[config.mk]
export PLATFORM = sky130hd
export DESIGN_NAME = ring_inject_arbiter
export DESIGN_NICKNAME = d
export VERILOG_FILES = /design/src/rtl/ring_arb_pkg.sv /design/src/rtl/ring_starve_ctr.sv /design/src/rtl/ring_inject_arbiter.sv
export SDC_FILE = /design/constraint.sdc
export NUM_CORES = 1
export LEC_CHECK = 0
export CAP_MARGIN = 20
export CORE_AREA = 2 2 79 81
export DETAILED_ROUTE_END_ITERATION = 12
export DIE_AREA = 0 0 81 83
export DONT_BUFFER_PORTS = 1
export GPL_TIMING_DRIVEN = 1
export HOLD_SLACK_MARGIN = 0.12
export PLACE_DENSITY = 0.81
export SLEW_MARGIN = 40
export SYNTH_ARGS = -nofsm -noshare
export SYNTH_HDL_FRONTEND = slang
export SYNTH_HIERARCHICAL = 1
export SYNTH_SLANG_ARGS = --single-unit
[constraint.sdc]
create_clock -name clk -period 4.3 [get_ports clk]
set_input_delay 0.645 -clock clk [delete_from_list [all_inputs] [get_ports clk]]
set_output_delay 0.645 -clock clk [all_outputs]
set_load 0.02 [all_outputs]
[src/rtl/ring_arb_pkg.sv]
// Purpose: shared types and helpers for the ring-stop injection arbiter.
// Latency: n/a (types and constant functions only).
// Backpressure: n/a.
package ring_arb_pkg;

  typedef enum logic [1:0] {GNT_NONE, GNT_RING, GNT_LOC} gnt_e;

  typedef enum logic {RING_PRI, LOC_FORCE} arb_st_e;

  // Counter width able to hold 0..max inclusive.
  function automatic int starveW(input int max);
    return (max < 1) ? 1 : $clog2(max + 1);
  endfunction

endpackage

[src/rtl/ring_starve_ctr.sv]
// Purpose: counts consecutive ring wins while local waits; raises oForce at STARVE_MAX.
// Latency: oForce is registered, valid the cycle after the count reaches STARVE_MAX.
// Backpressure: none of its own; the caller only pulses inc on a real grant.
module ring_starve_ctr
  import ring_arb_pkg::*;
#(
  parameter int STARVE_MAX = 8
) (
  input  logic clk,
  input  logic rst,
  input  logic inc,
  input  logic clr,
  output logic oForce
);

  localparam int CW = starveW(STARVE_MAX);
  localparam logic [CW-1:0] MAXC = CW'(STARVE_MAX);

  logic [CW-1:0] cnt;
  logic [CW-1:0] cntNext;
  arb_st_e       st;
  arb_st_e       stNext;

  // State and counter registers; synchronous active-low reset returns to ring priority.
  always_ff @(posedge clk) begin
    if (!rst) begin
      cnt <= '0;
      st  <= RING_PRI;
    end else begin
      cnt <= cntNext;
      st  <= stNext;
    end
  end

  // Saturating count and the force state it implies; clear wins over increment.
  always_comb begin
    cntNext = cnt;
    stNext  = st;
    if (clr) begin
      cntNext = '0;
    end else if (inc && (cnt != MAXC)) begin
      cntNext = cnt + 1'b1;
    end
    case (st)
      RING_PRI:  if (cntNext == MAXC) stNext = LOC_FORCE;
      LOC_FORCE: if (clr)             stNext = RING_PRI;
    endcase
  end

  assign oForce = (st == LOC_FORCE);

endmodule

[src/rtl/ring_inject_arbiter.sv]
// Purpose: shares one ring link between ring pass-through and local injection, ring first,
//          with a starvation counter forcing a local grant after STARVE_MAX ring wins.
// Latency: pop to oVld is 1 cycle; back-to-back grants sustain 1 flit/cycle.
// Backpressure: when oVld & !iDnRdy the output register, counter and FSM hold and nothing pops.
module ring_inject_arbiter
  import ring_arb_pkg::*;
#(
  parameter int WIDTH      = 64,
  parameter int STARVE_MAX = 8
) (
  input  logic             clk,
  input  logic             rst,
  input  logic             iRingVld,
  input  logic [WIDTH-1:0] iRingDat,
  output logic             oRingPop,
  input  logic             iLocVld,
  input  logic [WIDTH-1:0] iLocDat,
  output logic             oLocPop,
  input  logic             iDnRdy,
  output logic             oVld,
  output logic [WIDTH-1:0] oDat,
  output logic             oGntLoc,
  output logic             oStarve
);

  gnt_e gnt;
  logic adv;
  logic locForce;
  logic forced;
  logic ctrInc;
  logic ctrClr;

  // Output slot is free when empty or when downstream takes the current flit this cycle.
  assign adv = !oVld || iDnRdy;

  // Grant selection: ring first unless the starvation FSM forces local; nothing while in reset.
  always_comb begin
    gnt    = GNT_NONE;
    forced = 1'b0;
    if (rst && adv) begin
      if (iRingVld && iLocVld) begin
        if (locForce) begin
          gnt    = GNT_LOC;
          forced = 1'b1;
        end else begin
          gnt = GNT_RING;
        end
      end else if (iRingVld) begin
        gnt = GNT_RING;
      end else if (iLocVld) begin
        gnt = GNT_LOC;
      end
    end
  end

  assign oRingPop = (gnt == GNT_RING);
  assign oLocPop  = (gnt == GNT_LOC);

  // A ring win only counts as starvation while local is actually waiting.
  assign ctrInc = (gnt == GNT_RING) && iLocVld;
  assign ctrClr = !iLocVld || (gnt == GNT_LOC);

  ring_starve_ctr #(
    .STARVE_MAX(STARVE_MAX)
  ) uCtr (
    .clk   (clk),
    .rst   (rst),
    .inc   (ctrInc),
    .clr   (ctrClr),
    .oForce(locForce)
  );

  // Output register: load on grant, drain when free with no grant, hold under backpressure.
  always_ff @(posedge clk) begin
    if (!rst) begin
      oVld    <= 1'b0;
      oDat    <= '0;
      oGntLoc <= 1'b0;
      oStarve <= 1'b0;
    end else if (adv) begin
      if (gnt != GNT_NONE) begin
        oVld    <= 1'b1;
        oDat    <= (gnt == GNT_LOC) ? iLocDat : iRingDat;
        oGntLoc <= (gnt == GNT_LOC);
        oStarve <= forced;
      end else begin
        oVld <= 1'b0;
      end
    end
  end

endmodule

==> results by group, run 1 <==
Status
  • Result of the run: finished, final reports clean

Detailed routing
  • First-pass iteration count of the detailed router: 4
  • Via-per-instance ratio: 7.534
  • Number of vias after detailed routing: 2554
  • Number of design rule violations left after detail routing: 0
  • Iter 0 DRT Violations: 146
  • Routed wire length per instance: 23.33 um
  • Final wirelength: 7.908 mm
  • Post-route ant nets: 0

Timing
  • Final sum of negative setup slack: 0 ns
  • Max-Slew Margin vs Limit: 0.4973
  • Min Tclk post-route: 2.354 ns
  • Largest clock skew in the final design: 0.007900 ns
  • Final setup violation count: 0
  • Number of endpoints with negative hold slack in the final report: 0
  • Number of max-slew violations in the final report: 0
  • Worst Max-Slew Pin Slew: 0.7522 ns
  • Fmax achieved: 0.4248 GHz
  • Setup repair after global routing missed its margin: false
  • Final Cycle Share: 0.5475
  • Worst setup slack after layout: 1.946 ns

Setup path
  • Kind of start point of the critical path: flip-flop
  • Worst path buffer plus inverter count: 0
  • Critical register-to-register path startpoint: oVld$_SDFFE_PN0P_
  • Cell family with most CP delay: simple AND/OR/NAND/NOR gates
  • R2R Path End: uCtr/oForce$_SDFF_PN0_
  • Startpoint-to-endpoint class of the critical path: flip-flop to primary output
  • Slowest cell on crit path: nor3_1
  • Worst EP required: 3.65 ns
  • Critical path, cell by cell: nand2b_1 -> nand2_2 -> nor3_1
  • Worst Path Arrival: 1.71 ns
  • Register-to-register setup slack: 2.20 ns
  • FF-to-FF path depth: 7
  • Worst setup EP type: primary output
  • Peak fanout along the critical path: 14
  • Crit path largest cell delay: 0.57 ns

Yosys
  • Post-synthesis register bit count: 72
  • Synth Cell Area: 3361 um2
  • Gate count of the mapped netlist: 288
  • Post-synth net total: 423
  • Avg Inst Size Synth: 11.67 um2
  • Number of unique standard cell types used by synthesis: 29
  • Yosys warning count: 6
  • Seq/Total Area, Yosys: 0.4289

Clocking
  • Max H-tree Level: 3
  • Clock insertion delay at the later pin of the skew report: 0.32 ns
  • CTS hold repair buffers: 0
  • Total clock buffers created by CTS: 9
  • Count of instances resized after the clock tree is built: 0
  • CTS max path bufs: 2
  • Number of post-CTS setup repair buffers: 0
  • CTS Root Cell: clkbuf_8
  • Clock transition time at the flip-flop clock pins of the worst setup and hold paths: 0.07 ns
  • Clock tree from TritonCTS: done
  • TritonCTS sink count: 72

Min path
  • Hold path startpoint: rst
  • Number of stages on the worst hold path: 1
  • Worst Hold Endpoint: oDat[38]$_SDFFE_PN0P_
  • Class of the most critical hold timing path: primary input to flip-flop

Layout
  • Seq. cell area: 1441 um2
  • Leading cell type in the layout, fill and taps excluded: dfxtp_1
  • Ant. Diodes: 0
  • Leading cell types in the layout, fill and taps excluded: dfxtp_1 (72), o32a_1 (64), o221a_1 (64)
  • Synth-to-layout area growth: 2.681%
  • Fillers: 491
  • Cell area after layout: 3451 um2
  • Fraction of final layout cells with drive strength greater than 1: 0.08712
  • Post-layout nets: 395
  • Area of the multi-input gates: 1639 um2
  • Number of standard cells in the final layout excluding fillers: 339

Placement
  • Port Buf Inserts: 0
  • Instance area after placement: 3218 um2
  • Placer's final routability congestion estimate: 0.7196
  • HPWL Detailed: 5.352 mm
  • Instance count after placement with tap cells included: 324
  • Pre-CTS setup slack: 2.014 ns

Global route
  • Global-route total usage across every layer: 0.2271
  • Initial antenna violation count: 0
  • Largest net degree at the start of global routing: 70
  • First-pass GRT wire length: 12.21 mm
  • Final global-route overflow total: 0
  • Via count of the first global-routing pass: 2376

Floorplanning
  • Width of the chip: 81 um
  • Starting density of the core: 0.5779
  • DIE HEIGHT: 83 um
  • Core Box Area: 5816 um2
  • Area enclosed by the die boundary: 6723 um2
  • Placement Rows: 28
  • Boundary Pins: 202

Pwr
  • Static leakage: 0.001123 uW
  • PD cells: 472.8 nW/um2
  • Max rail drop VDD: 0.0002840 V
  • Total Power: 1632 uW

Flow run
  • Max-capacitance violation count: 0
final cells by class:
type / count / area share
clock inverter: 6 / 0.03154
timing repair buffer: 3 / 0.006526
multi-input combinational: 169 / 0.4750
inverter: 5 / 0.006164
sequential: 72 / 0.4177
tap: 75 / 0.02719
clock buffer: 9 / 0.03590
cells in the mapped netlist:
cell type | number | area (um2)
clkbuf_1 | 16 | 60.06
xor2_1 | 1 | 8.760
a21oi_1 | 1 | 5.000
a21boi_0 | 3 | 22.52
nor2b_4 | 1 | 13.76
ha_1 | 2 | 25.02
nand4_1 | 2 | 12.51
buf_6 | 12 | 135.1
xnor2_1 | 1 | 8.760
o21ai_0 | 4 | 20.02
nor3b_1 | 1 | 7.510
buf_4 | 4 | 30.03
nand2_1 | 3 | 11.26
inv_2 | 1 | 3.750
o221a_1 | 64 | 720.7
mux2i_1 | 2 | 20.02
a2111o_1 | 1 | 11.26
nor2_2 | 1 | 6.260
o22ai_1 | 1 | 6.260
nand3_1 | 1 | 5.000
inv_1 | 4 | 15.01
nor2_1 | 8 | 30.03
o32a_1 | 64 | 640.6
a21bo_2 | 1 | 10.01
nor2b_1 | 1 | 6.260
nor3_1 | 3 | 15.01
dfxtp_1 | 72 | 1441
buf_2 | 10 | 50.05
nand2b_1 | 3 | 18.77
layer usage:
layer	wire, um	track usage
met5	0	0
met4	41	0.06009
met3	592	0.07283
met2	4063	0.3749
met1	3210	0.2824
report_power, final:
group | switching [uW] | internal (uW)
Combinational | 85.5 | 89.9
Sequential | 115 | 726
Clock | 233 | 381
Total | 434 | 1200
how the worst max path moves through the flow:
stage	start	slack, ns	endpoint	depth (start not counted)
6_report	oVld$_SDFFE_PN0P_	1.95	oLocPop	3
3_3_place_gp	iRingVld	1.84	oRingPop	2
3_5_place_dp	iDnRdy	2.01	uCtr/oForce$_SDFF_PN0_	7
5_1_grt	oVld$_SDFFE_PN0P_	1.80	oLocPop	3
4_1_cts	oVld$_SDFFE_PN0P_	1.92	oLocPop	3
2_1_floorplan	rst	1.92	oLocPop	5
kinds of logic after synthesis:
group,Yosys count,synth area share
AOI/OAI and AO/OA,139,0.4274
muxes,2,0.005957
DFF,72,0.4289
buffers and inverters,47,0.08749
adders and majority gates,2,0.007445
xor gates and xnor gates,2,0.005213
and+or+nand+nor,24,0.03760
worst reg2reg max path, stage by stage (launching register included):
cell and delay, ns:
dfxtp_1 0.40, nand2b_1 0.20, nand2_2 0.21, nor3_1 0.34, nand4_1 0.18, xor2_1 0.20, a2111o_1 0.40, o22ai_1 0.11
sequential cells by signal (all words and copies together) (netlist names):
name / cells
uCtr/oForce: 1
oVld: 1
oGntLoc: 1
oDat: 64
oStarve: 1
uCtr/cnt: 4
metrics by stage:
| step | hold slack (ns) | utilization |
|---|---|---|
| 3_3_place_gp | 0.5270 | 0.5519 |
| 3_5_place_dp | 0.5618 | 0.5534 |
| 6_report | 0.4540 | 0.5934 |
| 4_1_cts | 0.4359 | 0.5934 |
| 5_1_grt | 0.4311 | 0.5934 |
| 2_1_floorplan | 0.4950 | - |
No activity file was read; power rests on OpenSTA's default activity.
==> inputs of run 2 (changes only) <==
Settings changed: ABC_AREA from default to 1, CORE_AREA 2 2 79 81 to default, CORE_ASPECT_RATIO from default to 0.7, CORE_MARGIN from default to 1, CORE_UTILIZATION from default to 57, DIE_AREA 0 0 81 83 to default, PLACE_DENSITY 0.81 to 0.83.
Clock period 4.3 ns to 2.05 ns, I/O delays scaled along.
==> run 2 against run 1 <==
Net effect: utilization increased by 5.4 points; clock power increased by 110%; hold slack got worse by 0.28 ns; non-clock buffer count increased by 9; global-route usage increased by 3.1 points; first-iteration DRC count increased by 4.8%; critical path type is now flip-flop to flip-flop.
==> results by group, run 2 <==
Status
  • Result of the run: finished, final reports clean

Setup path
  • FF-to-FF path depth: 9
  • Kind of start point of the critical path: flip-flop
  • Peak fanout along the critical path: 7
  • Worst setup EP type: flip-flop
  • Worst Path Arrival: 2.11 ns
  • Startpoint-to-endpoint class of the critical path: flip-flop to flip-flop
  • Worst EP required: 2.32 ns

Pwr
  • NetSw: 1049 uW
  • Power share of the clock group: 0.363
  • Max rail drop VDD: 0.0004442 V
  • Int Power: 2438 uW
  • Sequential share of power: 0.498
  • Switching portion of total power: 0.3007
  • Share of total power in combinational logic: 0.139
  • PD cells: 838.1 nW/um2
  • Static leakage: 0.002191 uW

Detailed routing
  • Met2 Wirelength: 4.481 mm
  • Final wirelength: 9.378 mm
  • Number of vias after detailed routing: 3727
  • Detail Route met3 WL: 1.001 mm
  • Number of design rule violations left after detail routing: 0
  • Iter 0 DRT Violations: 153
  • Top Metal Used: met4
  • Routed wire length per instance: 13.26 um
  • First-pass iteration count of the detailed router: 5
  • Post-route ant nets: 0
  • Via-per-instance ratio: 5.272
  • Wire length on met1: 3.815 mm

Timing
  • Number of max-slew violations in the final report: 0
  • Final Hold Slack: 0.1716 ns
  • Worst Max-Slew Pin Slew: 0.6666 ns
  • Number of endpoints with negative hold slack in the final report: 0
  • Fmax achieved: 0.5461 GHz
  • Final sum of negative setup slack: 0 ns
  • Setup repair after global routing missed its margin: false
  • Max-Slew Margin vs Limit: 0.5556
  • Min Tclk post-route: 1.831 ns
  • Largest clock skew in the final design: 0.008040 ns
  • Final setup violation count: 0
  • Final Cycle Share: 0.8933

Yosys
  • Post-synth net total: 764
  • Async set or reset register ratio after synthesis: 0
  • Cell accounting for the most synthesized area: dfxtp_1
  • Most frequent cells after synthesis: nand2_1 (148), inv_1 (140), nand3_1 (136)
  • Synth Cell Area: 3926 um2
  • Gate count of the mapped netlist: 629
  • Area contributors post-synth: dfxtp_1 (37%), nand3_1 (17%), nand2_1 (14%)
  • Number of unique standard cell types used by synthesis: 20
  • Number of flops mapped to enable cells by yosys: 0
  • Post-synthesis register bit count: 72
  • Fraction of synthesized cell area taken by the top area cell type: 0.3671
  • Avg Inst Size Synth: 6.242 um2
  • Prevailing post-synth register cell: dfxtp_1
  • Yosys warning count: 6
  • Seq/Total Area, Yosys: 0.3671
  • Most frequently used cell type in the post-synthesis netlist: nand2_1

Layout
  • Leading cell types in the layout, fill and taps excluded: nand2_1 (147), inv_1 (140), nand3_1 (136)
  • Post-layout nets: 746
  • Max FFs per register: 64
  • Ant. Diodes: 0
  • Synth-to-layout area growth: 5.959%
  • Top flop regs: oDat x64, uCtr/cnt x4
  • Cell area after layout: 4160 um2
  • Fraction of final layout cells with drive strength greater than 1: 0.06331
  • Leading cell type in the layout, fill and taps excluded: nand2_1
  • Register with the most flip-flops: oDat

Clocking
  • Clock transition time at the flip-flop clock pins of the worst setup and hold paths: 0.08 ns
  • CTS max path bufs: 2
  • CTS Root Cell: clkbuf_8
  • TritonCTS sink count: 72
  • Max H-tree Level: 3
  • Clock tree from TritonCTS: done
  • Clock insertion delay at the later pin of the skew report: 0.33 ns
  • Count of instances resized after the clock tree is built: 0
  • Total clock buffers created by CTS: 9

Floorplanning
  • Starting density of the core: 0.6110
  • Area enclosed by the die boundary: 7230 um2
  • DIE HEIGHT: 71.44 um
  • Width of the chip: 101.2 um
  • Boundary Pins: 202
  • Placement Rows: 24
  • Core Box Area: 6426 um2

Global route
  • First-pass GRT wire length: 14.71 mm
  • Final global-route overflow total: 0
  • Global-route total usage across every layer: 0.2579
  • Largest net degree at the start of global routing: 66
  • Via count of the first global-routing pass: 3326
  • Initial antenna violation count: 0

Placement
  • Port Buf Inserts: 0
  • HPWL Detailed: 6.722 mm
  • Placer's final routability congestion estimate: 0.9810
  • Instance area after placement: 3919 um2

Flow run
  • Max-capacitance violation count: 0

Min path
  • Class of the most critical hold timing path: primary input to flip-flop
  • Number of stages on the worst hold path: 4
## run 2: changes by cell type after synthesis, moves of 4 or more
cell | before | now
nand2_1 | 3 | 148
inv_1 | 4 | 140
nand3_1 | 1 | 136
a21oi_1 | 1 | 68
o221a_1 | 64 | 0
o32a_1 | 64 | 0
buf_6 | 12 | 2
buf_2 | 10 | 18
buf_4 | 4 | 8
o21ai_0 | 4 | 0
## run 2: final timing paths
kind / start / endpoint / slack [ns]
setup / recovery: oVld$_SDFFE_PN0P_ / uCtr/oForce$_SDFF_PN0_ / 0.22
hold / removal: iRingDat[55] / oDat[55]$_SDFFE_PN0P_ / 0.17
setup reg to reg: oVld$_SDFFE_PN0P_ / uCtr/oForce$_SDFF_PN0_ / 0.22
hold reg to reg: uCtr/oForce$_SDFF_PN0_ / uCtr/oForce$_SDFF_PN0_ / 0.54
## run 2: area by class of cell
type | instances | area (um2)
fillers | 585 | 2266
multi-input cells | 372 | 1740
flip-flops and latches | 72 | 1441
inverters | 144 | 540.5
clock buffers | 12 | 155.1
well taps | 91 | 113.9
repair buffers | 12 | 92.59
clock inverters | 4 | 76.32
## run 2: logic make-up (layout without fill, tap and decap cells)
kind of cell / count (synthesis) / in the layout / share of synthesized area
buffers and inverters: 185 / 172 / 0.1941
adder cells (fa/ha/maj): 2 / 2 / 0.006372
AO/OA/AOI/OAI: 72 / 72 / 0.09529
AND/OR/NAND/NOR: 298 / 298 / 0.3372
flip-flops: 72 / 72 / 0.3671
## run 2: critical path, cell delays in order, from the launching register on
cell and delay (ns):
dfxtp_1 0.41, a21oi_4 0.21, nand3_1 0.15, nor2_1 0.40, nand2_1 0.14, nand2_1 0.09
a21oi_1 0.09, nor2_1 0.11, nand2_1 0.07, a21oi_2 0.10
## run 2: per-stage QoR
stage	power (uW)	cells	setup slack, ns	utilization
floorplan	2153	629	0.3436	-
global placement	2226	690	0.4046	0.6098
detailed placement	2250	690	0.2854	0.6098
CTS	3526	707	0.2726	0.6474
global route	3676	707	0.1128	0.6474
finish	3487	707	0.2187	0.6474
## run 2: repair_timing
action	CTS	global route
setup buffers	0	0
hold buffers	1	0
endpoints found under the hold margin	2	0
## run 2: per-layer routing
| layer | up-vias | global-route usage |
|---|---|---|
| li1 | 1897 | - |
| met1 | 1638 | 0.2939 |
| met2 | 184 | 0.4611 |
| met3 | 8 | 0.07902 |
| met4 | 0 | 0.08535 |
| met5 | - | 0 |
## run 2: power groups by stage
stage               clock network, uW  registers [uW]  logic, uW
floorplan                           0            1740        416
global placement                    0            1760        461
CTS                              1300            1740        486
finish                           1270            1740        485
detailed placement                  0            1770        482
global route                     1360            1750        567
